===== config.mk =====
export PLATFORM = sky130hd
export DESIGN_NAME = window_frame_sequencer
export DESIGN_NICKNAME = d
export VERILOG_FILES = /design/src/rtl/window_pkg.sv /design/src/rtl/pulse_delay_line.sv /design/src/rtl/window_frame_sequencer.sv
export SDC_FILE = /design/constraint.sdc
export NUM_CORES = 1
export LEC_CHECK = 0
export CAP_MARGIN = 20
export CORE_UTILIZATION = 52
export DETAILED_ROUTE_END_ITERATION = 7
export GPL_TIMING_DRIVEN = 1
export PLACE_DENSITY = 0.92
export SYNTH_ARGS = -nofsm -noshare
export SYNTH_HDL_FRONTEND = slang
export SYNTH_SLANG_ARGS = --single-unit

===== constraint.sdc =====
create_clock -name clk -period 5 [get_ports clk]
set_clock_uncertainty 0.15 [all_clocks]
set_input_delay 1 -clock clk [delete_from_list [all_inputs] [get_ports clk]]
set_output_delay 1 -clock clk [all_outputs]
set_load 0.01 [all_outputs]

===== src/rtl/window_pkg.sv =====
// window_pkg: shared state encoding, coefficient-source codes and default
// geometry for the two-channel windowing datapath.
package window_pkg;
  typedef enum logic [1:0] {IDLE, ACTIVE, STOPPING} state_t;
  localparam logic SEL_ROM = 1'b0;
  localparam logic SEL_RAM = 1'b1;
  localparam int DEF_FRAME_LEN = 256;
  localparam int DEF_LAST_LAT = 8;
endpackage


===== src/rtl/pulse_delay_line.sv =====
// pulse_delay_line: fixed-depth single-bit shift register used to align
// strobes with downstream pipeline latency.
module pulse_delay_line #(
  parameter int DEPTH = 8
) (
  input  logic clk,
  input  logic rst_n,
  input  logic din,
  output logic dout
);
  logic [DEPTH-1:0] sr;
  always_ff @(posedge clk or negedge rst_n)
    if (!rst_n) sr <= '0;
    else sr <= (sr << 1) | DEPTH'(din);
  assign dout = sr[DEPTH-1];
endmodule


===== src/rtl/window_frame_sequencer.sv =====
// window_frame_sequencer: per-sample window coefficient addressing with
// frame-boundary ROM/RAM source switching, frame counting and frame_last.
module window_frame_sequencer
  import window_pkg::*;
#(
  parameter int FRAME_LEN = DEF_FRAME_LEN,
  parameter int ADDR_W    = 8,
  parameter int LAST_LAT  = DEF_LAST_LAT,
  parameter int CNT_W     = 16
) (
  input  logic              clk,
  input  logic              rst_n,
  input  logic              start,
  input  logic              stop,
  input  logic              sample_valid,
  input  logic              ram_sel_req,
  input  logic              rom_sel_req,
  input  logic              ram_load_busy,
  output logic              rom_rd_en,
  output logic              ram_rd_en,
  output logic [ADDR_W-1:0] coef_addr,
  output logic              coef_mux_sel,
  output logic              frame_last,
  output logic [CNT_W-1:0]  frame_cnt,
  output logic              sel_blocked,
  output logic              busy
);
  state_t            state;
  logic [ADDR_W-1:0] addr;
  logic              active_sel, pending_sel, pend_nxt, new_sel;
  logic              accept, last_addr, boundary, arm, blocked_now;

  assign busy        = state != IDLE;
  assign accept      = sample_valid & busy;
  assign last_addr   = addr == ADDR_W'(FRAME_LEN - 1);
  assign boundary    = accept & last_addr;
  assign arm         = start & (state == IDLE);
  // a request arriving on the boundary cycle already applies to the next frame
  assign pend_nxt    = ram_sel_req ? SEL_RAM : rom_sel_req ? SEL_ROM : pending_sel;
  assign blocked_now = pend_nxt & ram_load_busy;
  assign new_sel     = pend_nxt ? (ram_load_busy ? active_sel : SEL_RAM) : SEL_ROM;
  assign rom_rd_en   = accept & ~active_sel;
  assign ram_rd_en   = accept & active_sel;
  assign coef_addr   = addr;

  always_ff @(posedge clk or negedge rst_n) begin
    if (!rst_n) begin
      state        <= IDLE;
      addr         <= '0;
      active_sel   <= SEL_ROM;
      pending_sel  <= SEL_ROM;
      coef_mux_sel <= 1'b0;
      frame_cnt    <= '0;
      sel_blocked  <= 1'b0;
    end else begin
      state        <= arm ? ACTIVE :
                      (state == ACTIVE && stop) ? STOPPING :
                      (state == STOPPING && boundary) ? IDLE : state;
      pending_sel  <= pend_nxt;
      coef_mux_sel <= active_sel;
      if (arm || boundary) active_sel <= new_sel;
      if (boundary) frame_cnt <= frame_cnt + CNT_W'(1);
      if (arm) addr <= '0;
      else if (accept) addr <= last_addr ? '0 : addr + ADDR_W'(1);
      if (arm) sel_blocked <= blocked_now;
      else if (boundary && blocked_now) sel_blocked <= 1'b1;
    end
  end

  pulse_delay_line #(.DEPTH(LAST_LAT)) u_last_dly (
    .clk  (clk),
    .rst_n(rst_n),
    .din  (boundary),
    .dout (frame_last)
  );
endmodule

==> metrics.yaml, run 1 <==
period_share: 0.721
drt_iter0_drc: 58
core_area_um2: 2850
cellLeakagePower_nw: 0.961
portBuffers: 37
yosys.cell_types.count: 30
layout-area-overhead-vs-synth_pct: 31.6
cp_num_buf_inv: 2
r2r-start: "coef_addr[0]"
cts-resized-gates: 0
gp_congestion: 0.870
violations: "DRC"
wirelength_um: 3330
max_stage_delay_ns: 0.53
layout_commonest_cell: "dfrtp_1"
ys_seq_area_frac: 0.589
nFillCells: 192
synth-simple-area-share: 0.187
ys_warn_count: 0
grt_start_max_net_pins: 39
post_synth.cell_area_avg_um2: 11.6
synthesis.area_um2: 1610
syn-instance-count: 139
grt_usage: 0.221
cts_tree: "done"
clk_latency_ns: 0.35
critical_path_class: "in -> out"
drtPass1Iterations: 8
required_ns: 3.85
cts.sinks: 38
cts_hold_buffers: 0
regArea_um2: 951
synthMuxAreaShare: 0.0140
cp.arrival_ns: 2.45
holdPathStages: 0
num_antenna_cells: 0
path_cells: "clkdlybuf4s50_1 > o21a_1 > and2_1 > clkdlybuf4s50_1"
synth_top_family_by_area: "simple AND/OR/NAND/NOR gates"
final_util: 0.745
syn-num-nets: 149
synth_compound_area_frac: 0.0690
htree_levels: 2
report.final.slew_viol_count: 0
cts_max_path_buffers: 2
fin_hold_ws_ns: 0.216
final_cell_mix: "38 x dfrtp_1, 37 x clkdlybuf4s50_1, 17 x xnor2_1"
rsz0062_at_grt: "no"
fp.dieH_um: 57.7
synth_adder_area_share: 0.0155
period_minus_slack_ns: 3.60
die_width_um: 57.7
critPathLaunch: "sample_valid"
rr_worst_depth: 5
crit_top_cell: "clkdlybuf4s50_1"
ys_ff_latch: 38
power.density_nw_per_um2: 385
fin_nets: 191
endpoint_kind: "primary output"
drc: 3
cp_top_family: "buffers and inverters"
cp-start-kind: "primary input"
fmax_ghz: 0.277
grt_pass1_wl_um: 5460
final_area_um2: 2120
setup_viol: 0
worst-path-stages: 4
boundaryPins: 38
place_area_um2: 2010
layout-drive-gt1-share: 0.0824
hpwl_um: 2280
worstMarginPinSlew_ns: 0.481
cts_root_buf: "clkbuf_4"
hold_path_class: "reg -> reg"
multi_input_area_um2: 627
grt_antenna_before_repair: 0
hold_viol_final: 0
start_util: 0.566
status: "complete, but fails checks"
cts_setup_buffers: 0
ant_nets: 0
crit_path_max_fanout: 7
vias_per_cell: 5.77
slew_headroom: 0.677
die-area_um2: 3330
clkTransAtPathRegs_ns: 0.11
hp-start: "u_last_dly.sr[4]"
grt_overflow: 0
vias: 1229
fp-row-count: 19
cap_violations: 0
setup_tns_ns: 0
p_total_w: 0.000817
wire_per_inst_um: 15.6
cp_slowest_cell: "clkdlybuf4s50_1"
irDropWorstVdd_v: 0.000333
grt_pass1_vias: 1170
cts_made_buffers: 5
synth_xor_xnor_area_share: 0.103
[cell families (layout without fill, tap and decap cells)]
kind of cell / count (synthesis) / count (layout)
AOI/OAI and AO/OA: 17 / 17
xor gates and xnor gates: 19 / 19
adders and majority gates: 2 / 2
buffers and inverters: 8 / 51
DFF: 38 / 38
muxes: 2 / 2
and+or+nand+nor: 53 / 53
[layout make-up]
| type | instances | area share |
|---|---|---|
| Clock buffer | 6 | 0.0241 |
| Tap cell | 31 | 0.0183 |
| Sequential cell | 38 | 0.448 |
| Inverter | 5 | 0.00883 |
| Timing Repair Buffer | 38 | 0.178 |
| Multi-Input combinational cell | 93 | 0.295 |
| Clock inverter | 2 | 0.0283 |
[per-stage QoR]
| step | instances | setup WS [ns] |
|---|---|---|
| floorplan | 139 | 2.48 |
| global placement | 205 | 1.42 |
| detailed placement | 205 | 1.39 |
| CTS | 213 | 1.39 |
| global route | 213 | 1.34 |
| finish | 213 | 1.40 |
[Yosys cell counts]
master | count | area [µm²]
inv_1 | 5 | 18.8
nor4_4 | 1 | 21.3
buf_4 | 1 | 7.51
or2_2 | 1 | 6.26
o21ai_0 | 2 | 10.0
nand4_1 | 6 | 37.5
a32o_1 | 1 | 10.0
nand2_1 | 11 | 41.3
o21a_1 | 1 | 7.51
nor2_1 | 9 | 33.8
a21oi_1 | 7 | 35.0
and2_1 | 3 | 18.8
xnor2_1 | 17 | 149
ha_1 | 2 | 25.0
and4_1 | 5 | 43.8
a2bb2oi_1 | 1 | 8.76
a21o_1 | 1 | 7.51
and3_1 | 4 | 25.0
a41oi_1 | 1 | 8.76
buf_2 | 2 | 10.0
nand3_1 | 9 | 45.0
a22o_1 | 1 | 8.76
dfrtp_1 | 38 | 951
a31oi_1 | 1 | 6.26
mux2_2 | 2 | 22.5
nor3_1 | 2 | 10.0
o21ai_2 | 1 | 8.76
xor2_1 | 2 | 17.5
nand3_2 | 1 | 10.0
or3b_1 | 1 | 8.76
[sequential cells by signal (all words and copies together) (netlist names)]
signal	cells
active_sel	1
coef_addr	8
coef_mux_sel	1
frame_cnt	16
pending_sel	1
sel_blocked	1
state	2
u_last_dly.sr	8
[path summary, 6_finish.rpt]
path,endpoint,slack (ns)
max,ram_rd_en,1.40
min,u_last_dly.sr[5],0.22
max reg2reg,frame_cnt[5],3.05
min reg2reg,u_last_dly.sr[5],0.22
max in group asynchronous,frame_cnt[7],3.47
min in group asynchronous,u_last_dly.sr[7],0.91
[power breakdown]
| group | internal [W] | total (W) | leakage [nW] | switching, W |
|---|---|---|---|---|
| registers | 0.000342 | 0.000394 | 0.505 | 0.0000518 |
| clock network | 0.000169 | 0.000273 | 0.0585 | 0.000104 |
| logic | 0.0000886 | 0.000150 | 0.397 | 0.0000612 |
| total | 0.000600 | 0.000817 | 0.961 | 0.000217 |
[layer usage]
layer,vias up,share of wire,track usage
li1,566,-,-
met1,606,0.43,0.290
met2,47,0.49,0.347
met3,10,0.059,0.0625
met4,0,0.020,0.0918
met5,-,0,0
(Power assumes the default switching activity.)
==> run 2, diff against run 1 <==
--- a/config.mk
+++ b/config.mk
@@ -6,10 +6,10 @@
 export NUM_CORES = 1
 export LEC_CHECK = 0
 export CAP_MARGIN = 20
-export CORE_UTILIZATION = 52
+export CORE_UTILIZATION = 44
 export DETAILED_ROUTE_END_ITERATION = 7
 export GPL_TIMING_DRIVEN = 1
-export PLACE_DENSITY = 0.92
+export PLACE_DENSITY = 0.84
 export SYNTH_ARGS = -nofsm -noshare
 export SYNTH_HDL_FRONTEND = slang
 export SYNTH_SLANG_ARGS = --single-unit
==> constraint.sdc (replaced) <==
create_clock -name clk -period 3.3 [get_ports clk]
set_clock_uncertainty 0.15 [all_clocks]
set_input_delay 0.66 -clock clk [delete_from_list [all_inputs] [get_ports clk]]
set_output_delay 0.66 -clock clk [all_outputs]
set_load 0.01 [all_outputs]
==> run 2 against run 1 <==
Effect of this change:
- the run now ends clean
- clock power down 8.4%
- non-clock buffer count down 1
- wire length down 8.6%
- largest power group unchanged
==> metrics.yaml, run 2 (synthesis gave the netlist of run 1 again) <==
power.density_nw_per_um2: 515  # was 385 nW/µm²
fin_nets: 190  # was 191
hold_viol_final: 0  # unchanged
die-area_um2: 3910  # was 3330 µm²
vias_per_cell: 5.44  # was 5.77
nFillCells: 289  # was 192
irDropWorstVdd_v: 0.000292  # was 0.000333 V
fmax_ghz: 0.338
layout-drive-gt1-share: 0.0773  # was 0.0824
drt_iter0_drc: 59  # was 58
pre_cts_ws_ns: 0.347  # was 1.39 ns
cp-start-kind: "primary input"  # unchanged
setup_viol: 0  # unchanged
core_area_um2: 3420  # was 2850 µm²
wire_per_inst_um: 13.4  # was 15.6 µm
ant_nets: 0  # unchanged
cts_setup_buffers: 0  # unchanged
portBuffers: 37  # unchanged
fp-row-count: 21  # was 19
rsz0062_at_grt: "no"  # unchanged
hpwl_um: 2210  # was 2280 µm
cts_hold_buffers: 0  # unchanged
clk_latency_ns: 0.34  # was 0.35 ns
critical_path_class: "in -> out"  # unchanged
status: "completed"  # was complete, but fails checks
drtPass1Iterations: 4  # was 8
clkTransAtPathRegs_ns: 0.10  # was 0.11 ns
num_antenna_cells: 0  # unchanged
setup_tns_ns: 0  # unchanged
worst_slack_ns: 0.343  # was 1.40 ns
r2r-start: "coef_addr[1]"  # was coef_addr[0]
period_share: 0.896
cts-resized-gates: 0  # unchanged
wirelength_um: 3050  # was 3330 µm
grt_pass1_wl_um: 5260  # was 5460 µm
vias: 1234  # was 1229
grt_start_max_net_pins: 39  # unchanged
cts_max_path_buffers: 2  # unchanged
worstMarginPinSlew_ns: 0.805  # was 0.481 ns
cts.sinks: 38  # unchanged
stdcell_count: 227  # was 213
endpoint_kind: "primary output"  # unchanged
grt_antenna_before_repair: 0  # unchanged
largest_reg_flops: 16  # unchanged
crit_path_max_fanout: 7  # unchanged
drc: 0  # was 3
r2r-end: "frame_cnt[9]"  # was frame_cnt[5]
hold_path_class: "reg -> reg"  # unchanged
post-place-cells: 219  # was 205
die_width_um: 62.6  # was 57.7 µm
critPathLaunch: "sample_valid"  # unchanged
grt_usage: 0.170  # was 0.221
htree_levels: 2  # unchanged
layout_commonest_cell: "dfrtp_1"  # unchanged
report.final.slew_viol_count: 0  # unchanged
period_minus_slack_ns: 2.96
grt_overflow: 0  # unchanged
rrSetupSlack_ns: 1.35  # was 3.05 ns
rr_worst_depth: 5  # unchanged
cts_made_buffers: 5  # unchanged
final_cell_mix: "38 x dfrtp_1, 36 x clkdlybuf4s50_1, 17 x xnor2_1"  # was 38 x dfrtp_1, 37 x clkdlybuf4s50_1, 17 x xnor2_1
cts_tree: "done"  # unchanged
final_util: 0.609  # was 0.745
worstSetupEndpoint: "ram_rd_en"  # unchanged
top_register: "frame_cnt"  # unchanged
start_util: 0.473  # was 0.566
slew_headroom: 0.463  # was 0.677
cts_root_buf: "clkbuf_4"  # unchanged
gp_congestion: 0.872  # was 0.870
boundaryPins: 38  # unchanged
cap_violations: 0  # unchanged
required_ns: 2.49  # was 3.85 ns
cellLeakagePower_nw: 0.933  # was 0.961 nW
grt_pass1_vias: 1234  # was 1170
fp.dieH_um: 62.6  # was 57.7 µm
cp.arrival_ns: 2.15  # was 2.45 ns
layout-area-overhead-vs-synth_pct: 28.8  # was 31.6%
==> run 2: cell types whose count changed in the layout (fill, tap and decap cells not counted) <==
cell / previous run / this run
buf_2: 0 / 1
buf_4: 1 / 0
bufinv_16: 2 / 0
clkbuf_1: 0 / 1
clkdlybuf4s50_1: 37 / 36
clkinv_2: 0 / 1
==> run 2: metrics by stage <==
| stage | power, W | area, µm² | hold slack (ns) |
|---|---|---|---|
| detailed placement | 0.000828 | 2020 | 0.190 |
| global route | 0.00113 | 2080 | 0.213 |
| global placement | 0.000820 | 2020 | 0.186 |
| finish | 0.00107 | 2080 | 0.212 |
| floorplan | 0.000687 | 1610 | 0.181 |
| CTS | 0.00108 | 2080 | 0.215 |
==> run 2: area by class of cell <==
| cell class | instances | area [µm²] | area share |
|---|---|---|---|
| Clock buffer | 7 | 55.1 | 0.0265 |
| Clock inverter | 1 | 5.00 | 0.00241 |
| Inverter | 5 | 18.8 | 0.00903 |
| Multi-Input combinational cell | 93 | 627 | 0.301 |
| Sequential cell | 38 | 951 | 0.457 |
| Tap cell | 46 | 57.6 | 0.0277 |
| Timing Repair Buffer | 37 | 365 | 0.176 |
==> run 2: worst max-delay path, cell delays in order <==
cell and delay, ns:
clkdlybuf4s50_1 0.50, o21a_1 0.29, and2_1 0.17, clkdlybuf4s50_1 0.53
==> run 2: how the worst min path moves through the flow <==
stage	start	endpoint	cells after the start
finish	u_last_dly.sr[6]	u_last_dly.sr[7]	0
global route	u_last_dly.sr[0]	u_last_dly.sr[1]	0
CTS	u_last_dly.sr[6]	u_last_dly.sr[7]	0
detailed placement	u_last_dly.sr[0]	u_last_dly.sr[1]	0
global placement	u_last_dly.sr[0]	u_last_dly.sr[1]	0
floorplan	u_last_dly.sr[0]	u_last_dly.sr[1]	0
==> run 2: power breakdown <==
part	total [W]	switching, W	internal (W)
sequential	0.000596	0.0000767	0.000519
combinational	0.000225	0.0000930	0.000132
clock	0.000250	0.000147	0.000103
==> run 2: routing by layer <==
metal,track usage,part of all wire
met5,0,0
met4,0.0523,0.0076
met3,0.0529,0.056
met2,0.281,0.49
met1,0.212,0.45
==> run 3, diff against run 2 <==
--- a/config.mk
+++ b/config.mk
@@ -7,6 +7,7 @@
 export LEC_CHECK = 0
 export CAP_MARGIN = 20
 export CORE_UTILIZATION = 44
+export CTS_CLUSTER_SIZE = 16
 export DETAILED_ROUTE_END_ITERATION = 7
 export GPL_TIMING_DRIVEN = 1
 export PLACE_DENSITY = 0.84
==> results of run 3 <==
Same layout as run 2: the final DEF is identical, and so are final timing and power.
